==> src/rtl/serial_adder_pkg.sv <==
// -----------------------------------------------------------------------------
// serial_adder_pkg
//   Shared constants for the bit-serial adder.
//   - Encoding of the three controller states (IDLE / RUN / DONE).
//   - Helper that derives the bit-counter width from the operand width.
// No ports (package).
// -----------------------------------------------------------------------------
package serial_adder_pkg;

  localparam logic [1:0] ST_IDLE = 2'd0;
  localparam logic [1:0] ST_RUN  = 2'd1;
  localparam logic [1:0] ST_DONE = 2'd2;

  // The counter only has to reach WIDTH-1, so $clog2(WIDTH) bits suffice.
  function automatic int cnt_w(input int width);
    return $clog2(width);
  endfunction

endpackage

==> src/rtl/fulladder.sv <==
// -----------------------------------------------------------------------------
// fulladder
//   One-bit combinational full adder, used as the bit slice of serial_adder.
// Ports:
//   i_a, i_b  in   addend bits
//   i_cin     in   carry in
//   o_sum     out  i_a ^ i_b ^ i_cin
//   o_cout    out  majority(i_a, i_b, i_cin)
// -----------------------------------------------------------------------------
module fulladder (
  input  logic i_a,
  input  logic i_b,
  input  logic i_cin,
  output logic o_sum,
  output logic o_cout
);

  assign o_sum  = i_a ^ i_b ^ i_cin;
  assign o_cout = (i_a & i_b) | (i_a & i_cin) | (i_b & i_cin);

endmodule

==> src/rtl/serial_adder.sv <==
// -----------------------------------------------------------------------------
// serial_adder
//   Bit-serial WIDTH-bit adder. Operands are captured on an in_valid/in_ready
//   handshake, added LSB first through a single fulladder over WIDTH cycles,
//   and the result is held on out_sum/out_cout until out_valid & out_ready.
//
// Optional feature macro: SERIAL_ADDER_OVF_EN
//   When defined, adds port out_ovf (signed overflow = carry into MSB XOR
//   carry out of MSB), registered in the last RUN cycle and held with out_sum.
//
// Ports:
//   clk        in   clock, all state on posedge
//   rst        in   synchronous active-high reset
//   in_valid   in   operands present
//   in_ready   out  high in IDLE only
//   in_a/in_b  in   WIDTH-bit operands
//   in_cin     in   carry in
//   out_valid  out  high in DONE only
//   out_ready  in   sink accepts result
//   out_sum    out  (A+B+cin) mod 2^WIDTH
//   out_cout   out  carry out of MSB
//   out_ovf    out  signed overflow (SERIAL_ADDER_OVF_EN only)
// -----------------------------------------------------------------------------
module serial_adder
  import serial_adder_pkg::*;
#(
  parameter int WIDTH = 8
) (
  input  logic             clk,
  input  logic             rst,
  input  logic             in_valid,
  output logic             in_ready,
  input  logic [WIDTH-1:0] in_a,
  input  logic [WIDTH-1:0] in_b,
  input  logic             in_cin,
  output logic             out_valid,
  input  logic             out_ready,
  output logic [WIDTH-1:0] out_sum,
  output logic             out_cout
`ifdef SERIAL_ADDER_OVF_EN
  ,
  output logic             out_ovf
`endif
);

  localparam int CNT_W = cnt_w(WIDTH);

  logic [1:0]       r_state;
  logic [1:0]       w_state_nxt;
  logic [WIDTH-1:0] r_a_sr;
  logic [WIDTH-1:0] r_b_sr;
  logic [WIDTH-1:0] r_sum_sr;
  logic             r_carry;
  logic             r_cout;
  logic [CNT_W-1:0] r_cnt;
  logic             w_sum_bit;
  logic             w_fa_cout;
  logic             w_last;

  assign w_last = (r_cnt == CNT_W'(WIDTH - 1));

  fulladder u_fa (
    .i_a    (r_a_sr[0]),
    .i_b    (r_b_sr[0]),
    .i_cin  (r_carry),
    .o_sum  (w_sum_bit),
    .o_cout (w_fa_cout)
  );

  // State register
  always_ff @(posedge clk) begin
    if (rst) begin
      r_state <= ST_IDLE;
    end else begin
      r_state <= w_state_nxt;
    end
  end

  // Next-state logic
  always_comb begin
    w_state_nxt = r_state;
    case (r_state)
      ST_IDLE: if (in_valid)  w_state_nxt = ST_RUN;
      ST_RUN:  if (w_last)    w_state_nxt = ST_DONE;
      ST_DONE: if (out_ready) w_state_nxt = ST_IDLE;
      default:                w_state_nxt = ST_IDLE;
    endcase
  end

  // Handshake outputs decode the registered state only
  always_comb begin
    in_ready  = (r_state == ST_IDLE);
    out_valid = (r_state == ST_DONE);
  end

  // Datapath: operand load in IDLE, one bit per cycle in RUN, hold in DONE
  always_ff @(posedge clk) begin
    if (rst) begin
      r_a_sr   <= '0;
      r_b_sr   <= '0;
      r_sum_sr <= '0;
      r_carry  <= 1'b0;
      r_cout   <= 1'b0;
      r_cnt    <= '0;
    end else begin
      case (r_state)
        ST_IDLE: begin
          if (in_valid) begin
            r_a_sr  <= in_a;
            r_b_sr  <= in_b;
            r_carry <= in_cin;
            r_cnt   <= '0;
          end
        end
        ST_RUN: begin
          // LSB-first: each new sum bit enters at the top, so after WIDTH
          // shifts bit 0 of the result has reached bit 0 of r_sum_sr.
          r_sum_sr <= {w_sum_bit, r_sum_sr[WIDTH-1:1]};
          r_a_sr   <= {1'b0, r_a_sr[WIDTH-1:1]};
          r_b_sr   <= {1'b0, r_b_sr[WIDTH-1:1]};
          r_carry  <= w_fa_cout;
          r_cnt    <= r_cnt + CNT_W'(1);
          if (w_last) r_cout <= w_fa_cout;
        end
        default: ;
      endcase
    end
  end

`ifdef SERIAL_ADDER_OVF_EN
  logic r_ovf;

  // In the MSB slice r_carry is the carry into the MSB
  always_ff @(posedge clk) begin
    if (rst) begin
      r_ovf <= 1'b0;
    end else if (r_state == ST_RUN && w_last) begin
      r_ovf <= r_carry ^ w_fa_cout;
    end
  end

  assign out_ovf = r_ovf;
`endif

  assign out_sum  = r_sum_sr;
  assign out_cout = r_cout;

endmodule

==> config.mk <==
export PLATFORM = sky130hd
export DESIGN_NAME = serial_adder
export DESIGN_NICKNAME = d
export VERILOG_FILES = /design/src/rtl/serial_adder_pkg.sv /design/src/rtl/fulladder.sv /design/src/rtl/serial_adder.sv
export SDC_FILE = /design/constraint.sdc
export NUM_CORES = 1
export LEC_CHECK = 0
export ABC_AREA = 1
export CAP_MARGIN = 20
export CORE_UTILIZATION = 49
export DETAILED_ROUTE_END_ITERATION = 12
export HOLD_SLACK_MARGIN = 0.15
export MAX_ROUTING_LAYER = met4
export PLACE_DENSITY = 0.78
export SETUP_SLACK_MARGIN = 0.1
export SLEW_MARGIN = 20
export SYNTH_ARGS = -nofsm -noshare
export SYNTH_HDL_FRONTEND = slang
export SYNTH_SLANG_ARGS = --single-unit
==> constraint.sdc <==
create_clock -name clk -period 1.8 [get_ports clk]
set_clock_uncertainty 0.15 [all_clocks]
set_input_delay 0.36 -clock clk [delete_from_list [all_inputs] [get_ports clk]]
set_output_delay 0.36 -clock clk [all_outputs]
set_load 0.1 [all_outputs]
## After elaboration in Yosys (flattened, before gate mapping)

Cells that the tools add are included.

| storage, ports and cells | value |
|---|---|
| latch bits | 0 |
| bits of input ports | 21 |
| output and inout port bits | 11 |
| bits in registers | 31 |
| RAM bits | 0 |
| bits in read-only memories | 0 |
| memories kept | 0 |

| cells by class | value |
|---|---|
| bitwise logic cells | 7 |
| reductions and logical operators | 5 |
| multiplexer cells | 12 |
| add/sub/neg operators | 1 |
| magnitude comparators | 0 |
| equality and inequality tests | 6 |
| multipliers | 0 |
| divide/modulo/power cells | 0 |
| shift-type cells | 0 |

Operators with widths:

| operator | number |
|---|---|
| $pmux 8 s2 | 2 |
| $mux 8 | 2 |
| $mux 2 | 3 |
| $pmux 2 s3 | 1 |
| $pmux 3 s2 | 1 |
| $ne 2x2->1 const B | 2 |
| $reduce_and 2->1 | 2 |
| $add 3x1->3 const B | 1 |
| $and 1x1->1 | 3 |
| $eq 3x3->1 const B | 1 |
| $mux 3 | 1 |
| $reduce_and 3->1 | 1 |
| $eq 2x1->1 const B | 1 |
| $eq 2x2->1 const B | 1 |
| $logic_not 2->1 | 1 |
| $ne 2x1->1 const B | 1 |
| $or 1x1->1 | 2 |
| $pmux 1 s2 | 1 |
| $reduce_bool 2->1 | 1 |
| $xor 1x1->1 | 2 |
| $mux 1 | 1 |

## Longest topological paths before layout

| depth | value |
|---|---|
| depth after elaboration | 4 |
| gate-level depth with buffers | 6 |
| mapped depth without buffers | 5 |

## Cells and area by module

Synthesis repeated with hierarchy kept, for this count alone.

| second synthesis, totals | value |
|---|---|
| cell total of the unflattened synthesis | 225 |
| area total of the unflattened synthesis | 1462.7 µm² |

By module, submodules not included:

| module | times used | cells an instance | area an instance (µm²) |
|---|---|---|---|
| serial_adder | 1 | 224 | 1442.6 |
| fulladder | 1 | 1 | 20.0 |

## Least setup slack after synthesis

OpenSTA, ideal clock, no wires.

| timing | value |
|---|---|
| path type | flip-flop to flip-flop |
| start point | register r_state[0] |
| end point | register r_a_sr[7] |
| period minus slack after synthesis | 2.340 ns |
| path slack | -0.540 ns |
| arrival time | 2.118 ns |
| stages on the path, launching flop included | 5 |
| library setup time | 0.072 ns |
| data required time | 1.578 ns |
| path buffers | 1 |
| cell sequence | dfxtp_1 > buf_4 > nor2_1 > nand3_1 > a21oi_1 |

| between the ends | value |
|---|---|
| cells in the longest elaborated chain, start to end | 3 |
| elaborated cells between the ends (all ways) | 6 |
| those cells by class | eq/ne: 2; mux: 1; reduce/logical: 3 |

RTL lines:

| element | RTL line | RTL |
|---|---|---|
| from (decl) | serial_adder.sv:48 | `logic [1:0] r_state;` |
| from (signal assigned) | serial_adder.sv:75 | `r_state <= w_state_nxt;` |
| $logic_not 2->1 (*) | - |  |
| via in_ready | serial_adder.sv:32 | `output logic in_ready,` |
| $ne 2x2->1 (no source line) or $reduce_bool 2->1 (tied branches) | - |  |
| $reduce_and 2->1 (no source line) | - |  |
| to (signal assigned) | serial_adder.sv:109 | `r_a_sr <= in_a;` |
| to (signal assigned) | serial_adder.sv:119 | `r_a_sr <= {1'b0, r_a_sr[WIDTH-1:1]};` |
| to (decl) | serial_adder.sv:50 | `logic [WIDTH-1:0] r_a_sr;` |

The timed path passes the listed nets; every way through them passes the cells marked *.
A chain may end at the register's enable or synchronous reset.

## Worst setup path after layout

| timing | value |
|---|---|
| start point | register r_state[0] |
| end point | output in_ready |

| between the ends | value |
|---|---|
| cells in the longest elaborated chain, start to end | 1 |

RTL lines:

| element | RTL line | RTL |
|---|---|---|
| $logic_not 2->1 | serial_adder.sv:92 | `in_ready = (r_state == ST_IDLE);` |
| to (decl) | serial_adder.sv:32 |  |

Every way passes these cells.

==> metrics.csv <==
stage;metric;value;unit
status;outcome;finished with violations;
status;failing checks;DRC;
yosys;Mapped Cells;225;
critical_path;cells along the critical path;nor2_2 > buf_12;
critical_path;cell with the largest stage delay on the worst path;sky130_fd_sc_hd__dfxtp_1;
routing;number of iterations in the first detailed-routing pass;8;
cts;maximum clock insertion buffer count;2;
critical_path;Register-to-Register Path Depth;4;
critical_path;R2R setup slack;0.46;ns
cts;cell chosen for the clock root;sky130_fd_sc_hd__clkbuf_4;
timing;pin slew with the least headroom to its limit;0.685;ns
global_route;number of antenna violations at the first check in global routing;0;
routing;Met1 Wirelength;1.34;mm
floorplan;Initial Utilization;52.3;%
routing;WL met2;1.27;mm
placed_design;placer's final routability congestion estimate;0.733;
cts;number of H-tree levels;2;
yosys;adder-cell share of the synthesized area;3.07;%
routing;vias;1325;
flow_run;max capacitance violation total;0;
hold_path;endpoint with the worst hold slack;r_b_sr[7]$_SDFFE_PP0P_;
critical_path;Req. time, crit path;1.29;ns
floorplan;area of the core region;2810;sq um
yosys;Post-Syn Nets;249;
layout;final net count;282;
floorplan;Die X-Extent;56.7;microns
pwr;power per cell area;804;nW/um^2
cts;clock insertion delay at the later pin of the skew report;0.32;ns
routing;WL per Instance;9.45;microns
layout;synthesis-to-finish area growth;34.3;%
cts;count of hold buffers inserted by post-cts repair;0;
routing;top layer in use;met4;
critical_path;startpoint-to-endpoint class of the critical path;flip-flop to output pin;
timing;final worst path period share;91.8;%
routing;antenna-violating nets left;0;
yosys;Area contributors post-synth;sky130_fd_sc_hd__dfxtp_1 42%, sky130_fd_sc_hd__nand2_1 18%, sky130_fd_sc_hd__inv_1 9.5%;
yosys;fraction of synthesized cell area in xor and xnor cells;0;%
timing;Setup WS post-layout;0.147;ns
timing;Fmax achieved;605;MHz
yosys;Post-Synthesis Cell Area;1470;sq um
layout;antenna diode instance count;0;
global_route;first-pass GRT wire length;4.57;mm
placed_design;placed cell count;282;
yosys;total number of yosys warnings;0;
timing;Final Hold Fails;0;
placed_design;post-detail-place hpwl;1.78;mm
critical_path;endpoint of the worst-slack reg-to-reg timing path;r_b_sr[0]$_SDFFE_PP0P_;
pwr;overall power;1.58;mW
floorplan;die height;56.7;microns
floorplan;Top-Level Pins;32;
global_route;pin count of the biggest net entering global routing;37;
timing;final setup violation count;0;
layout;most frequent cells in the layout;72 x sky130_fd_sc_hd__nand2_1, 37 x sky130_fd_sc_hd__inv_1, 34 x sky130_fd_sc_hd__nor2_1, 30 x sky130_fd_sc_hd__dfxtp_1, 21 x sky130_fd_sc_hd__a21oi_1;
yosys;part of the Yosys area used for sequential elements;42.3;%
routing;via density per instance;4.57;
yosys;simple-gate share of the synthesized area;29.4;%
global_route;total routing resource utilization after global routing;18.9;%
routing;DRC;4;
critical_path;Worst path max stage delay;0.40;ns
pwr;leakage power of the design;0.945;nW
routing;drt first-iter violations;56;
routing;total detailed-routing wirelength;2.74;mm
cts;Clock Sinks;31;
critical_path;RR Startpoint;r_state[0]$_SDFFE_PP0P_;
critical_path;critical path endpoint category;output pin;
timing;Max-slew headroom;54.3;%
layout;share of layout cells above drive strength 1;10.8;%
yosys;largest family of logic cells by synthesized area;simple AND/OR/NAND/NOR gates;
cts;CTS tree;built;
cts;Clock transition at path regs;0.09;ns
timing;clock period minus final worst setup slack;1.65;ns
placed_design;pre-CTS setup slack;-0.0788;ns
routing;met3 wirelength from detailed routing;98;microns
yosys;multiplexer fraction of the synthesized cell area;0;%
floorplan;row count;19;
timing;Final TNS setup;0;ns
hold_path;cell depth of the worst min-delay path;2;
yosys;Post-Synthesis Mean Instance Area;6.52;sq um
critical_path;worst path arrival time;1.14;ns
yosys;synthesized-area fraction occupied by ao, oa, aoi and oai cells;10.8;%
yosys;number of distinct standard cells referenced by the synthesized netlist;16;
timing;RSZ-0062 raised after global routing;yes;
cts;number of buffers inserted to repair setup after CTS;0;
hold_path;hold path startpoint;r_b_sr[7]$_SDFFE_PP0P_;
layout;most common library cell in the layout ignoring fill and taps;sky130_fd_sc_hd__nand2_1;
timing;post-route worst hold slack;0.311;ns
pwr;maximum vdd drop;0.590;mV
layout;Layout Cells excl Fill;290;
placed_design;# port buffers;31;
critical_path;maximum net fanout on the critical path;6;
global_route;sum of overflow across all layers after global routing;0;
global_route;via count of the first global-routing pass;1057;
hold_path;worst hold-check path type;flip-flop to flip-flop;
floorplan;die footprint;3220;sq um
critical_path;type of origin of the critical path;flip-flop;
yosys;area fraction of the dominant cell type after synthesis;42.3;%
yosys;post-synthesis register bit count;31;
timing;fin. max-slew vios;0;
cts;TritonCTS buffer count;5;
yosys;Yosys top cell by area;sky130_fd_sc_hd__dfxtp_1;
## routing by layer
metal / GRT usage [%] / vias up
met5: - / -
met4: 8.57 / 0
met3: 4.84 / 5
met2: 28.1 / 22
met1: 24.1 / 565
li1: - / 733
## flip-flops by register name (all words and copies together), names as in the netlist
register,flops
out_cout,1
out_sum,8
r_a_sr,8
r_b_sr,8
r_carry,1
r_cnt,3
r_state,2
## power by group
group / total [mW] / leakage, nW / internal [mW] / switching (mW)
logic: 0.429 / 0.659 / 0.175 / 0.254
clock network: 0.380 / 0.0293 / 0.152 / 0.228
registers: 0.774 / 0.257 / 0.739 / 0.0347
total: 1.58 / 0.945 / 1.07 / 0.516
## cell families (layout without fill, tap and decap cells)
logic type | after synthesis | count (layout)
AO/OA/AOI/OAI | 31 | 31
AND/OR/NAND/NOR | 112 | 112
adder cells (fa/ha/maj) | 3 | 3
flip-flops | 31 | 31
buffers and inverters | 48 | 82
## worst max-delay path by stage
| stage | start | end | slack [ns] | depth (start not counted) |
|---|---|---|---|---|
| finish | r_state[0]$_SDFFE_PP0P_ | in_ready | 0.15 | 2 |
| global route | r_state[0]$_SDFFE_PP0P_ | in_ready | 0.09 | 2 |
| CTS | r_state[1]$_SDFFE_PP0P_ | out_valid | 0.14 | 3 |
| detailed placement | rst | out_sum[6]$_SDFFE_PP0P_ | -0.08 | 4 |
| global placement | rst | out_sum[1]$_SDFFE_PP0P_ | -0.03 | 4 |
| floorplan | r_state[0]$_SDFFE_PP0P_ | r_a_sr[7]$_SDFFE_PP0P_ | -0.02 | 4 |
## worst max-delay path: cells and delay by family, from the launching register on
family,cells,cell delay [ns]
DFF,1,0.40
and+or+nand+nor,1,0.21
buffers and inverters,1,0.20
## Yosys cell counts
cell type,n
sky130_fd_sc_hd__dfxtp_1,31
sky130_fd_sc_hd__buf_4,5
sky130_fd_sc_hd__inv_1,37
sky130_fd_sc_hd__ha_1,2
sky130_fd_sc_hd__a21oi_1,21
sky130_fd_sc_hd__nand3_1,3
sky130_fd_sc_hd__nand2_1,72
sky130_fd_sc_hd__fa_1,1
sky130_fd_sc_hd__inv_2,1
sky130_fd_sc_hd__o21ai_2,1
sky130_fd_sc_hd__buf_6,1
sky130_fd_sc_hd__buf_2,3
sky130_fd_sc_hd__nor2_4,1
sky130_fd_sc_hd__clkbuf_1,1
sky130_fd_sc_hd__nor2_1,36
sky130_fd_sc_hd__o21ai_0,9
## through the flow
step	utilization, %	instance area (sq um)
final	70.2	1970
after global placement	68.2	1910
after CTS	70.0	1960
after floorplan	-	1470
after detailed placement	68.2	1910
after global routing	70.2	1970
## area by class of cell
class	count	area (sq um)
fillers	243	836
inverters	38	143
clock inverters	1	5.00
flip-flops and latches	31	622
repair buffers	36	470
well taps	31	38.8
multi-input cells	146	646
clock buffers	7	45.0
## repair_timing
| item | in CTS | in global routing |
|---|---|---|
| endpoints found under the setup margin | 1 | 1 |
| resized for setup | 1 | 1 |
| cloned | 0 | 0 |
Power figures use the tool's default switching activity.
